[src/rtl/uart_rx.sv]
// uart_rx: UART receiver with 2-flop input sync, mid-bit sampling, glitch rejection
// and framing-error reporting. Define UART_RX_PARITY_EN for 8E1 framing (default 8N1).
module uart_rx #(
    parameter int unsigned CLKS_PER_BIT = 217
) (
    input  logic       i_Clock,
    input  logic       i_Rst_n,
    input  logic       i_RX_Serial,
    output logic       o_RX_DV,
    output logic [7:0] o_RX_Byte,
    output logic       o_RX_Active,
    output logic       o_RX_Frame_Err,
    output logic       o_RX_Parity_Err
);

    localparam int unsigned      CNT_W = $clog2(CLKS_PER_BIT);
    localparam logic [CNT_W-1:0] LAST  = CNT_W'(CLKS_PER_BIT - 1);
    localparam logic [CNT_W-1:0] HALF  = CNT_W'((CLKS_PER_BIT - 1) / 2);

    typedef enum logic [2:0] {
        S_IDLE,
        S_START,
        S_DATA,
`ifdef UART_RX_PARITY_EN
        S_PARITY,
`endif
        S_STOP,
        S_CLEANUP,
        S_BREAK_WAIT
    } state_t;

    state_t           r_state;
    state_t           w_state_nxt;
    logic             r_sync1;
    logic             r_rx_s;
    logic [CNT_W-1:0] r_cnt;
    logic [CNT_W-1:0] w_cnt_nxt;
    logic [2:0]       r_idx;
    logic [2:0]       w_idx_nxt;
    logic [7:0]       r_shift;
    logic [7:0]       w_shift_nxt;
    logic [7:0]       r_byte;
    logic [7:0]       w_byte_nxt;
    logic             r_dv;
    logic             w_dv_nxt;
    logic             r_ferr;
    logic             w_ferr_nxt;
`ifdef UART_RX_PARITY_EN
    logic             r_par;
    logic             w_par_nxt;
    logic             r_perr;
    logic             w_perr_nxt;
`endif

    // Synchroniser idles high so reset never looks like a start bit.
    always_ff @(posedge i_Clock or negedge i_Rst_n) begin
        if (!i_Rst_n) begin
            r_sync1 <= 1'b1;
            r_rx_s  <= 1'b1;
        end else begin
            r_sync1 <= i_RX_Serial;
            r_rx_s  <= r_sync1;
        end
    end

    always_ff @(posedge i_Clock or negedge i_Rst_n) begin
        if (!i_Rst_n) begin
            r_state <= S_IDLE;
            r_cnt   <= '0;
            r_idx   <= '0;
            r_shift <= '0;
            r_byte  <= '0;
            r_dv    <= 1'b0;
            r_ferr  <= 1'b0;
`ifdef UART_RX_PARITY_EN
            r_par   <= 1'b0;
            r_perr  <= 1'b0;
`endif
        end else begin
            r_state <= w_state_nxt;
            r_cnt   <= w_cnt_nxt;
            r_idx   <= w_idx_nxt;
            r_shift <= w_shift_nxt;
            r_byte  <= w_byte_nxt;
            r_dv    <= w_dv_nxt;
            r_ferr  <= w_ferr_nxt;
`ifdef UART_RX_PARITY_EN
            r_par   <= w_par_nxt;
            r_perr  <= w_perr_nxt;
`endif
        end
    end

    always_comb begin
        w_state_nxt = r_state;
        w_cnt_nxt   = r_cnt;
        w_idx_nxt   = r_idx;
        w_shift_nxt = r_shift;
        w_byte_nxt  = r_byte;
        w_dv_nxt    = 1'b0;
        w_ferr_nxt  = 1'b0;
`ifdef UART_RX_PARITY_EN
        w_par_nxt   = r_par;
        w_perr_nxt  = 1'b0;
`endif
        case (r_state)
            S_IDLE: begin
                w_cnt_nxt = '0;
                w_idx_nxt = '0;
                if (!r_rx_s) begin
                    w_state_nxt = S_START;
                end
            end
            S_START: begin
                if (r_cnt == HALF) begin
                    w_cnt_nxt   = '0;
                    w_idx_nxt   = '0;
                    w_state_nxt = r_rx_s ? S_IDLE : S_DATA;
                end else begin
                    w_cnt_nxt = r_cnt + 1'b1;
                end
            end
            S_DATA: begin
                if (r_cnt == LAST) begin
                    w_cnt_nxt          = '0;
                    w_shift_nxt[r_idx] = r_rx_s;
                    if (r_idx == 3'd7) begin
`ifdef UART_RX_PARITY_EN
                        w_state_nxt = S_PARITY;
`else
                        w_state_nxt = S_STOP;
`endif
                    end else begin
                        w_idx_nxt = r_idx + 1'b1;
                    end
                end else begin
                    w_cnt_nxt = r_cnt + 1'b1;
                end
            end
`ifdef UART_RX_PARITY_EN
            S_PARITY: begin
                if (r_cnt == LAST) begin
                    w_cnt_nxt   = '0;
                    w_par_nxt   = r_rx_s;
                    w_state_nxt = S_STOP;
                end else begin
                    w_cnt_nxt = r_cnt + 1'b1;
                end
            end
`endif
            S_STOP: begin
                if (r_cnt == LAST) begin
                    w_cnt_nxt = '0;
                    // A low stop bit outranks any parity result.
                    if (!r_rx_s) begin
                        w_ferr_nxt  = 1'b1;
                        w_state_nxt = S_BREAK_WAIT;
                    end else begin
                        w_state_nxt = S_CLEANUP;
`ifdef UART_RX_PARITY_EN
                        if (r_par != ^r_shift) begin
                            w_perr_nxt = 1'b1;
                        end else begin
                            w_dv_nxt   = 1'b1;
                            w_byte_nxt = r_shift;
                        end
`else
                        w_dv_nxt   = 1'b1;
                        w_byte_nxt = r_shift;
`endif
                    end
                end else begin
                    w_cnt_nxt = r_cnt + 1'b1;
                end
            end
            S_CLEANUP: begin
                w_state_nxt = S_IDLE;
            end
            S_BREAK_WAIT: begin
                if (r_rx_s) begin
                    w_state_nxt = S_IDLE;
                end
            end
            default: begin
                w_state_nxt = S_IDLE;
            end
        endcase
    end

    assign o_RX_DV        = r_dv;
    assign o_RX_Byte      = r_byte;
    assign o_RX_Frame_Err = r_ferr;
`ifdef UART_RX_PARITY_EN
    assign o_RX_Parity_Err = r_perr;
    assign o_RX_Active     = (r_state == S_START) || (r_state == S_DATA) ||
                             (r_state == S_PARITY) || (r_state == S_STOP);
`else
    assign o_RX_Parity_Err = 1'b0;
    assign o_RX_Active     = (r_state == S_START) || (r_state == S_DATA) ||
                             (r_state == S_STOP);
`endif

endmodule

[config.mk]
export PLATFORM = sky130hd
export DESIGN_NAME = uart_rx
export DESIGN_NICKNAME = d
export VERILOG_FILES = /design/src/rtl/uart_rx.sv
export SDC_FILE = /design/constraint.sdc
export NUM_CORES = 1
export LEC_CHECK = 0
export CELL_PAD_IN_SITES_DETAIL_PLACEMENT = 1
export CELL_PAD_IN_SITES_GLOBAL_PLACEMENT = 1
export CORE_UTILIZATION = 40
export DETAILED_ROUTE_END_ITERATION = 10
export PLACE_DENSITY = 0.75
export SETUP_SLACK_MARGIN = 0.2
export SLEW_MARGIN = 20
export SYNTH_ARGS = -nofsm -noshare
export SYNTH_HDL_FRONTEND = slang
export SYNTH_SLANG_ARGS = --single-unit
[constraint.sdc]
create_clock -name i_Clock -period 1.65 [get_ports i_Clock]
set_input_delay 0.165 -clock i_Clock [delete_from_list [all_inputs] [get_ports i_Clock]]
set_output_delay 0.165 -clock i_Clock [all_outputs]
set_load 0.01 [all_outputs]
==> impl_metrics.ini, run 1 <==
[worst_hold_path]
hold_class = primary input to flip-flop

[setup_path]
worst_path_max_delay_cell = dfrtp_1
crit_cells = 6
cp_top_family = simple AND/OR/NAND/NOR gates
worst-setup-path-type = flip-flop to flip-flop
end_kind = flip-flop
path_cells = inv_2 -> ha_4 -> and3_4 -> nand3_4 -> nor3_4 -> mux2_4
worstPathMaxFanout = 6
crit_end = r_shift[2]
cpPeakStageDelay_ns = 0.40
timing.rr.end = r_shift[2]
cp.arrival_ns = 1.91
timing.reg2reg.setup_slack_ns = -0.07
required_ns = 1.84
crit_path_start_kind = flip-flop
r2r-start = r_cnt[1]
r2r_cells = 6
crit_start = r_cnt[1]
path_buf_inv = 1

[floorplan]
num_io_pins = 15
num_rows = 23
start_util = 0.428
die_x_microns = 68.4
design.die.area_sq_um = 4670
die_h_microns = 68.4
design.core.area_sq_um = 4120

[clocking]
numCtsBuffers = 5
cts_buffer_depth = 2
tritoncts = built
ctsHoldBuffers = 0
ctsHtreeMaxLevel = 2
cts.sinks = 34
insertion_delay_ns = 0.30
clockRootBuffer = clkbuf_8
clkTransAtPathRegs_ns = 0.08

[sta]
hold_viol = 0
fin_ws_ns = -0.0710
setup_viol = 10
grt_setup_unrepaired = yes
maxSlewViolCount = 0
finalCritPeriodShare = 1.04
fmax_mhz = 581
period_needed_ns = 1.72
skew_ns = 0.00613

[routing]
drt_iter0_drc = 137
routed_wl_microns = 7240
dr.pass1.iters = 4
wl_per_cell_microns = 25.2
viasPerCell = 6.03
vias = 1731
final_antenna_net_count = 0
drc = 0

[yosys]
synth_top_area_frac = 0.455
yosysTopAreaCell = dfrtp_1
synth-seq-area-share = 0.484
synth_adder_area_share = 0.0284
synth_nets = 176
synth_seq_cells = 34
syn-cell-area_sq_um = 1760
synthMuxAreaShare = 0.101
syn-instance-count = 169
synth_top_family_by_area = simple AND/OR/NAND/NOR gates
yosys_warnings = 0
synth-simple-area-share = 0.205
synth.avg_cell_area_sq_um = 10.4
synth_xor_area_frac = 0.00994
synth_cell_types = 47
synth_area_leaders = dfrtp_1, mux2_2, nand3_1
synth_compound_area_frac = 0.116

[pwr]
power_w = 0.00166
p_leak_nw = 1.18
pwr_density_cell_nw_per_um2 = 583
ir_drop_v = 0.000463

[layout]
area_growth_pct = 61.3
drive_above_1_share = 0.536
final_nets = 243
final_area_sq_um = 2840
num_antenna_cells = 0
n_fill_cell = 406

[global_route]
first_global_vias = 1776
grt_max_degree = 35
grt_pass1_wl_microns = 9660
grtUsageTotal = 0.300
grt_overflow = 0
antenna_found_initial = 0

[status]
violations = negative setup slack
status = finished with violations

[placement]
dpl_cell_area_sq_um = 2170
hpwl_microns = 3280
port_buffers = 13
place.gp.congestion = 0.866
post-place-ws_ns = -0.0731

[job]
maxCapViolCount = 0
-- synth_stat cells, drive strengths merged --
master and number:
o22ai 3, a21oi 5, nand3 17, and3 2
a32oi 1, xnor2 2, nand4 4, or3b 1
a41o 1, dfrtp 32, nor4b 2, nor3 8
o31ai 3, clkbuf 4, o21ai 8, and4b 1
nand4b 1, a22o 1, buf 7, dfstp 2
mux2i 2, mux2 14, or4 1, inv 9
a2bb2oi 1, o21bai 1, ha 4, nand3b 2
conb 1, nor4 3, and2 1, a2111oi 1
nor2 6, nand2 12, a22oi 1, and4bb 2
a31oi 3
-- flip-flops by register name, summed over array words and instances (netlist names) --
register and count:
r_sync1 1, o_RX_Byte 8, o_RX_Frame_Err 1, r_rx_s 1, r_state 3, r_shift 8
o_RX_DV 1, r_cnt 8, r_idx 3
-- cells in the final DEF, fill, tap and decap left out, types with 3 or more instances in the layout --
cell / count
a21oi_1: 3
buf_4: 44
buf_6: 11
clkbuf_8: 5
clkdlybuf4s50_1: 12
dfrtp_1: 28
dfrtp_2: 4
ha_4: 3
inv_1: 6
inv_2: 3
mux2_2: 8
mux2_4: 6
nand2_1: 10
nand3_1: 14
nand4_1: 4
nor2_1: 4
nor3_1: 3
nor3_4: 3
o21ai_1: 3
-- power by group --
part	internal [W]	total, W	switching [W]
clock	0.000452	0.000782	0.000330
sequential	0.000837	0.000843	0.00000580
combinational	0.00000818	0.0000311	0.0000229
total	0.00130	0.00166	0.000358
-- how the worst min path moves through the flow --
stage	from	endpoint	slack (ns)	cells past startpoint
global placement	r_sync1	r_rx_s	0.35	0
global route	i_RX_Serial	r_sync1	0.26	1
finish	i_RX_Serial	r_sync1	0.27	1
floorplan	i_Rst_n	o_RX_Byte[0]	-0.13	0
CTS	i_RX_Serial	r_sync1	0.27	1
detailed placement	r_sync1	r_rx_s	0.35	0
-- metrics by stage --
step / instances / setup TNS, ns / hold WS (ns) / util
6_report: 287 / -0.364 / 0.271 / 0.690
5_1_grt: 287 / -1.07 / 0.264 / 0.690
4_1_cts: 270 / 0 / 0.268 / 0.633
3_5_place_dp: 244 / -0.454 / 0.349 / 0.528
3_3_place_gp: 244 / 0 / 0.346 / 0.528
2_1_floorplan: 169 / 0 / -0.131 / -
-- final cells by class --
| cell class | instances | area, sq um | area share |
|---|---|---|---|
| Multi-Input combinational cell | 115 | 1130 | 0.399 |
| Clock inverter | 1 | 30.0 | 0.0106 |
| Tap cell | 50 | 62.6 | 0.0220 |
| Timing Repair Buffer | 71 | 647 | 0.228 |
| Inverter | 9 | 33.8 | 0.0119 |
| Sequential cell | 34 | 858 | 0.302 |
| Clock buffer | 7 | 76.3 | 0.0269 |
-- metal layers --
metal,wire [microns],global-route usage,vias up
met1,3010,0.361,890
met5,0,0,-
met2,3670,0.495,68
met3,347,0.0717,18
met4,216,0.151,0
li1,-,-,755
-- cell families (layout without fill, tap and decap cells) --
| logic type | Yosys count | in the layout |
|---|---|---|
| buffers and inverters | 20 | 88 |
| adders and majority gates | 4 | 4 |
| AOI/OAI and AO/OA | 29 | 29 |
| DFF | 34 | 34 |
| and+or+nand+nor | 63 | 63 |
| other | 1 | 1 |
| muxes | 16 | 16 |
| xor gates and xnor gates | 2 | 2 |
-- what timing repair did --
action	4_1_cts	5_1_grt
endpoints found under the hold margin	0	0
endpoints found under the setup margin	31	33
gates cloned	1	0
buffers inserted	17	17
pin swaps	13	10
resized for setup	39	25
(Power assumes the default switching activity.)
==> run 2, diff against run 1 <==
- MAX_ROUTING_LAYER: unset -> met4
==> impl_metrics.ini, run 2 (synthesis results as in run 1) <==
[clocking]
clkTransAtPathRegs_ns = 0.08
tritoncts = built
numCtsBuffers = 5
cts_buffer_depth = 2
clockRootBuffer = clkbuf_8
cts.sinks = 34
ctsHoldBuffers = 0
insertion_delay_ns = 0.30
ctsHtreeMaxLevel = 2

[sta]
maxSlewViolCount = 0
period_needed_ns = 1.76
skew_ns = 0.00425
fin_ws_ns = -0.111
setup_viol = 26
fmax_mhz = 568
finalCritPeriodShare = 1.07
hold_viol = 0
grt_setup_unrepaired = yes

[global_route]
antenna_found_initial = 0
grt_pass1_wl_microns = 9650
grt_max_degree = 35
grtUsageTotal = 0.309
grt_overflow = 0
first_global_vias = 1774

[pwr]
pwr_density_cell_nw_per_um2 = 588
ir_drop_v = 0.000515
seqPwrFrac = 0.507
intPower_w = 0.00130
switching_power_w = 0.000366
sw_frac_of_total = 0.220
p_leak_nw = 1.18
p_comb_frac = 0.019
clockPowerShare = 0.475
power_w = 0.00166

[setup_path]
end_kind = flip-flop
required_ns = 1.88
crit_path_start_kind = flip-flop
cp.arrival_ns = 1.99
worstPathMaxFanout = 6
worst_path_max_delay_cell = or4_1
path_cells = inv_2 -> ha_4 -> and3_4 -> buf_4 -> o22ai_4 -> or4_1 -> nand3_1
worst-setup-path-type = flip-flop to flip-flop
cpPeakStageDelay_ns = 0.42

[status]
violations = negative setup slack
status = finished with violations

[routing]
wl_per_cell_microns = 27.3
final_antenna_net_count = 0
drt_iter0_drc = 139
dr.pass1.iters = 4
vias = 1779
viasPerCell = 6.24
drc = 0
routed_wl_microns = 7780

[job]
maxCapViolCount = 0

[placement]
hpwl_microns = 3280
port_buffers = 13
post-place-ws_ns = -0.0731
dp.cells = 244
dpl_cell_area_sq_um = 2170
place.gp.congestion = 0.880

[layout]
final_area_sq_um = 2830
final_common_cell = buf_4
most-common-layout-cells = buf_4, dfrtp_1, nand3_1
fin_util = 0.688
n_fill_cell = 407
num_antenna_cells = 0
drive_above_1_share = 0.532
layoutNonFillerInstCount = 285
final_nets = 241
area_growth_pct = 60.7

[floorplan]
design.die.area_sq_um = 4670
num_rows = 23
die_h_microns = 68.4
start_util = 0.428
die_x_microns = 68.4
num_io_pins = 15
design.core.area_sq_um = 4120

[worst_hold_path]
hold_class = primary input to async pin
run 2: routing by layer:
| metal | track usage | vias to the layer above | share of wire |
|---|---|---|---|
| li1 | - | 750 | - |
| met1 | 0.359 | 909 | 0.40 |
| met2 | 0.499 | 81 | 0.50 |
| met3 | 0.0700 | 39 | 0.054 |
| met4 | 0.151 | 0 | 0.047 |
| met5 | - | - | 0 |
run 2: final timing paths:
| kind | to | startpoint | slack (ns) | cells past startpoint |
|---|---|---|---|---|
| max | r_state[0] | r_cnt[1] | -0.11 | 7 |
| min | r_shift[4] | i_Rst_n | 0.27 | 2 |
| max reg2reg | r_state[0] | r_cnt[1] | -0.11 | 7 |
| min reg2reg | r_rx_s | r_sync1 | 0.36 | 0 |
| max in group asynchronous | r_sync1 | i_Rst_n | 1.02 | 2 |
| min in group i_Clock | r_sync1 | i_RX_Serial | 0.27 | 1 |
run 2: stage by stage:
| step | hold slack (ns) | setup TNS, ns |
|---|---|---|
| after detailed placement | 0.349 | -0.454 |
| after floorplan | -0.131 | 0 |
| after CTS | 0.268 | 0 |
| after global placement | 0.346 | 0 |
| after global routing | 0.273 | -1.74 |
| final | 0.271 | -1.06 |
run 2: power groups by stage:
stage	clock network [W]	registers (W)	logic, W
after global placement	0	0.000858	0.0000284
final	0.000790	0.000843	0.0000311
after CTS	0.000776	0.000843	0.0000310
after global routing	0.000808	0.000843	0.0000351
after floorplan	0	0.000854	0.00000957
after detailed placement	0	0.000858	0.0000297
run 2: cell type report:
type                            count  area (sq um)  area share
Clock buffer                        7          76.3      0.0270
Clock inverter                      1          30.0      0.0106
Inverter                            9          33.8      0.0119
Multi-Input combinational cell    115          1130       0.401
Sequential cell                    34           858       0.303
Tap cell                           50          62.6      0.0221
Timing Repair Buffer               69           636       0.225
run 2: what timing repair did:
action | 4_1_cts | 5_1_grt
setup buffers | 17 | 15
gates cloned | 1 | 0
resized for setup | 39 | 26
pin swaps | 13 | 10
setup endpoints to repair | 31 | 33
run 2: critical path: cells and delay by family, from the launching register on:
kind	cells	cell delay, ns
buffers and inverters	2	0.26
AND/OR/NAND/NOR	3	0.78
flip-flops	1	0.41
adder cells (fa/ha/maj)	1	0.16
AO/OA/AOI/OAI	1	0.08
==> run 3, diff against run 2 <==
==> constraint.sdc (replaced) <==
create_clock -name i_Clock -period 1.65 [get_ports i_Clock]
set_input_delay 0.33 -clock i_Clock [delete_from_list [all_inputs] [get_ports i_Clock]]
set_output_delay 0.33 -clock i_Clock [all_outputs]
set_load 0.01 [all_outputs]
==> impl_metrics.ini, run 3 (synthesis results as in run 1) <==
[sta]
tns_ns = -0.293
finalCritPeriodShare = 1.06
fin_ws_ns = -0.107
setup_viol = 11
grt_setup_unrepaired = yes
skew_ns = 0.00675
fmax_mhz = 569
hold_viol = 0
period_needed_ns = 1.76
whs_ns = 0.359
maxSlewViolCount = 0

[routing]
drt_iter0_drc = 127
drc = 0
dr.pass1.iters = 4
viasPerCell = 6.07
wl_per_cell_microns = 24.6
vias = 1676
routed_wl_microns = 6790
final_antenna_net_count = 0

[clocking]
clockRootBuffer = clkbuf_8
cts.sinks = 34
tritoncts = built
clkTransAtPathRegs_ns = 0.07
cts_buffer_depth = 2
insertion_delay_ns = 0.30
ctsHtreeMaxLevel = 2
numCtsBuffers = 5

[setup_path]
path_buf_inv = 2
worst-setup-path-type = flip-flop to flip-flop
end_kind = flip-flop
path_cells = buf_6 -> buf_8 -> nand4b_1 -> nor3_4 -> mux2_4
r2r_cells = 5
crit_path_start_kind = flip-flop
cp_top_family = simple AND/OR/NAND/NOR gates
worstPathMaxFanout = 8
required_ns = 1.84
cpPeakStageDelay_ns = 0.43
crit_cells = 5
cp.arrival_ns = 1.94
worst_path_max_delay_cell = dfrtp_1

[layout]
final_nets = 232
most-common-layout-cells = buf_4, dfrtp_1, nand3_1
layoutNonFillerInstCount = 276
final_area_sq_um = 2710
final_common_cell = buf_4
num_antenna_cells = 0
area_growth_pct = 53.8
drive_above_1_share = 0.518

[pwr]
pwr_density_cell_nw_per_um2 = 552
p_leak_nw = 1.19
ir_drop_v = 0.000489

[global_route]
antenna_found_initial = 0
grtUsageTotal = 0.293
grt_pass1_wl_microns = 9400
grt_overflow = 0
first_global_vias = 1718
grt_max_degree = 35

[placement]
dp.cells = 242
port_buffers = 13
place.gp.congestion = 0.783
dpl_cell_area_sq_um = 2180
hpwl_microns = 3250

[floorplan]
num_rows = 23
start_util = 0.428
die_h_microns = 68.4
design.core.area_sq_um = 4120
design.die.area_sq_um = 4670
num_io_pins = 15
die_x_microns = 68.4

[status]
violations = negative setup slack
status = finished with violations

[worst_hold_path]
hold_class = flip-flop to flip-flop
hold_depth = 0

[job]
maxCapViolCount = 0
run 3: changes by cell type in the layout (fill, tap and decap cells not counted), moves of 2 or more:
cell and change:
o21ai_0 +3, clkdlybuf4s50_1 -10, clkinv_2 +2, nor3_4 +2
nand3_1 -3, buf_6 -5, dlygate4sd2_1 +10, o21ai_1 -2
buf_4 -4, nand3_2 +2
run 3: timing repair:
action,4_1_cts,5_1_grt
setup endpoints to repair,39,33
pin swaps,10,12
setup buffers,15,11
resized for setup,39,28
hold buffers,0,0
run 3: final cells by class:
class | instances | area (sq um)
Clock buffer | 6 | 72.6
Clock inverter | 2 | 10.0
Fill cell | 407 | 1410
Inverter | 9 | 33.8
Multi-Input combinational cell | 115 | 1150
Sequential cell | 34 | 857
Tap cell | 50 | 62.6
Timing Repair Buffer | 60 | 524
run 3: per-layer routing:
| metal | wire length (microns) | track usage | part of all wire | vias to the layer above |
|---|---|---|---|---|
| met5 | 0 | - | 0 | - |
| met4 | 335 | 0.146 | 0.049 | 0 |
| met3 | 244 | 0.0667 | 0.036 | 24 |
| met2 | 3220 | 0.442 | 0.47 | 48 |
| met1 | 2990 | 0.367 | 0.44 | 877 |
| li1 | - | - | - | 727 |
run 3: worst paths after layout:
path	from	to	slack [ns]
max	r_idx[0]	r_shift[4]	-0.11
min	r_sync1	r_rx_s	0.36
max reg2reg	r_idx[0]	r_shift[4]	-0.11
min reg2reg	r_sync1	r_rx_s	0.36
max in group asynchronous	i_Rst_n	r_rx_s	1.00
min in group asynchronous	i_Rst_n	o_RX_Byte[5]	0.40
run 3: report_power, final:
group          switching, W   total, W  internal (W)
Clock              0.000323   0.000615      0.000292
Sequential       0.00000638   0.000844      0.000838
Combinational     0.0000241  0.0000353     0.0000113
Total              0.000353    0.00149       0.00114
run 3: metrics by stage:
stage / power (W) / utilization / worst slack [ns]
floorplan: 0.000864 / - / 0.0571
global placement: 0.000890 / 0.530 / 0.0156
detailed placement: 0.000892 / 0.530 / -0.0733
CTS: 0.00149 / 0.608 / 0.0374
global route: 0.00154 / 0.658 / -0.164
finish: 0.00149 / 0.658 / -0.107
run 3: worst register-to-register path, stage by stage (launching register included):
cell and delay (ns):
dfrtp_1 0.43, buf_6 0.14, buf_8 0.13, nand4b_1 0.32, nor3_4 0.28, mux2_4 0.34
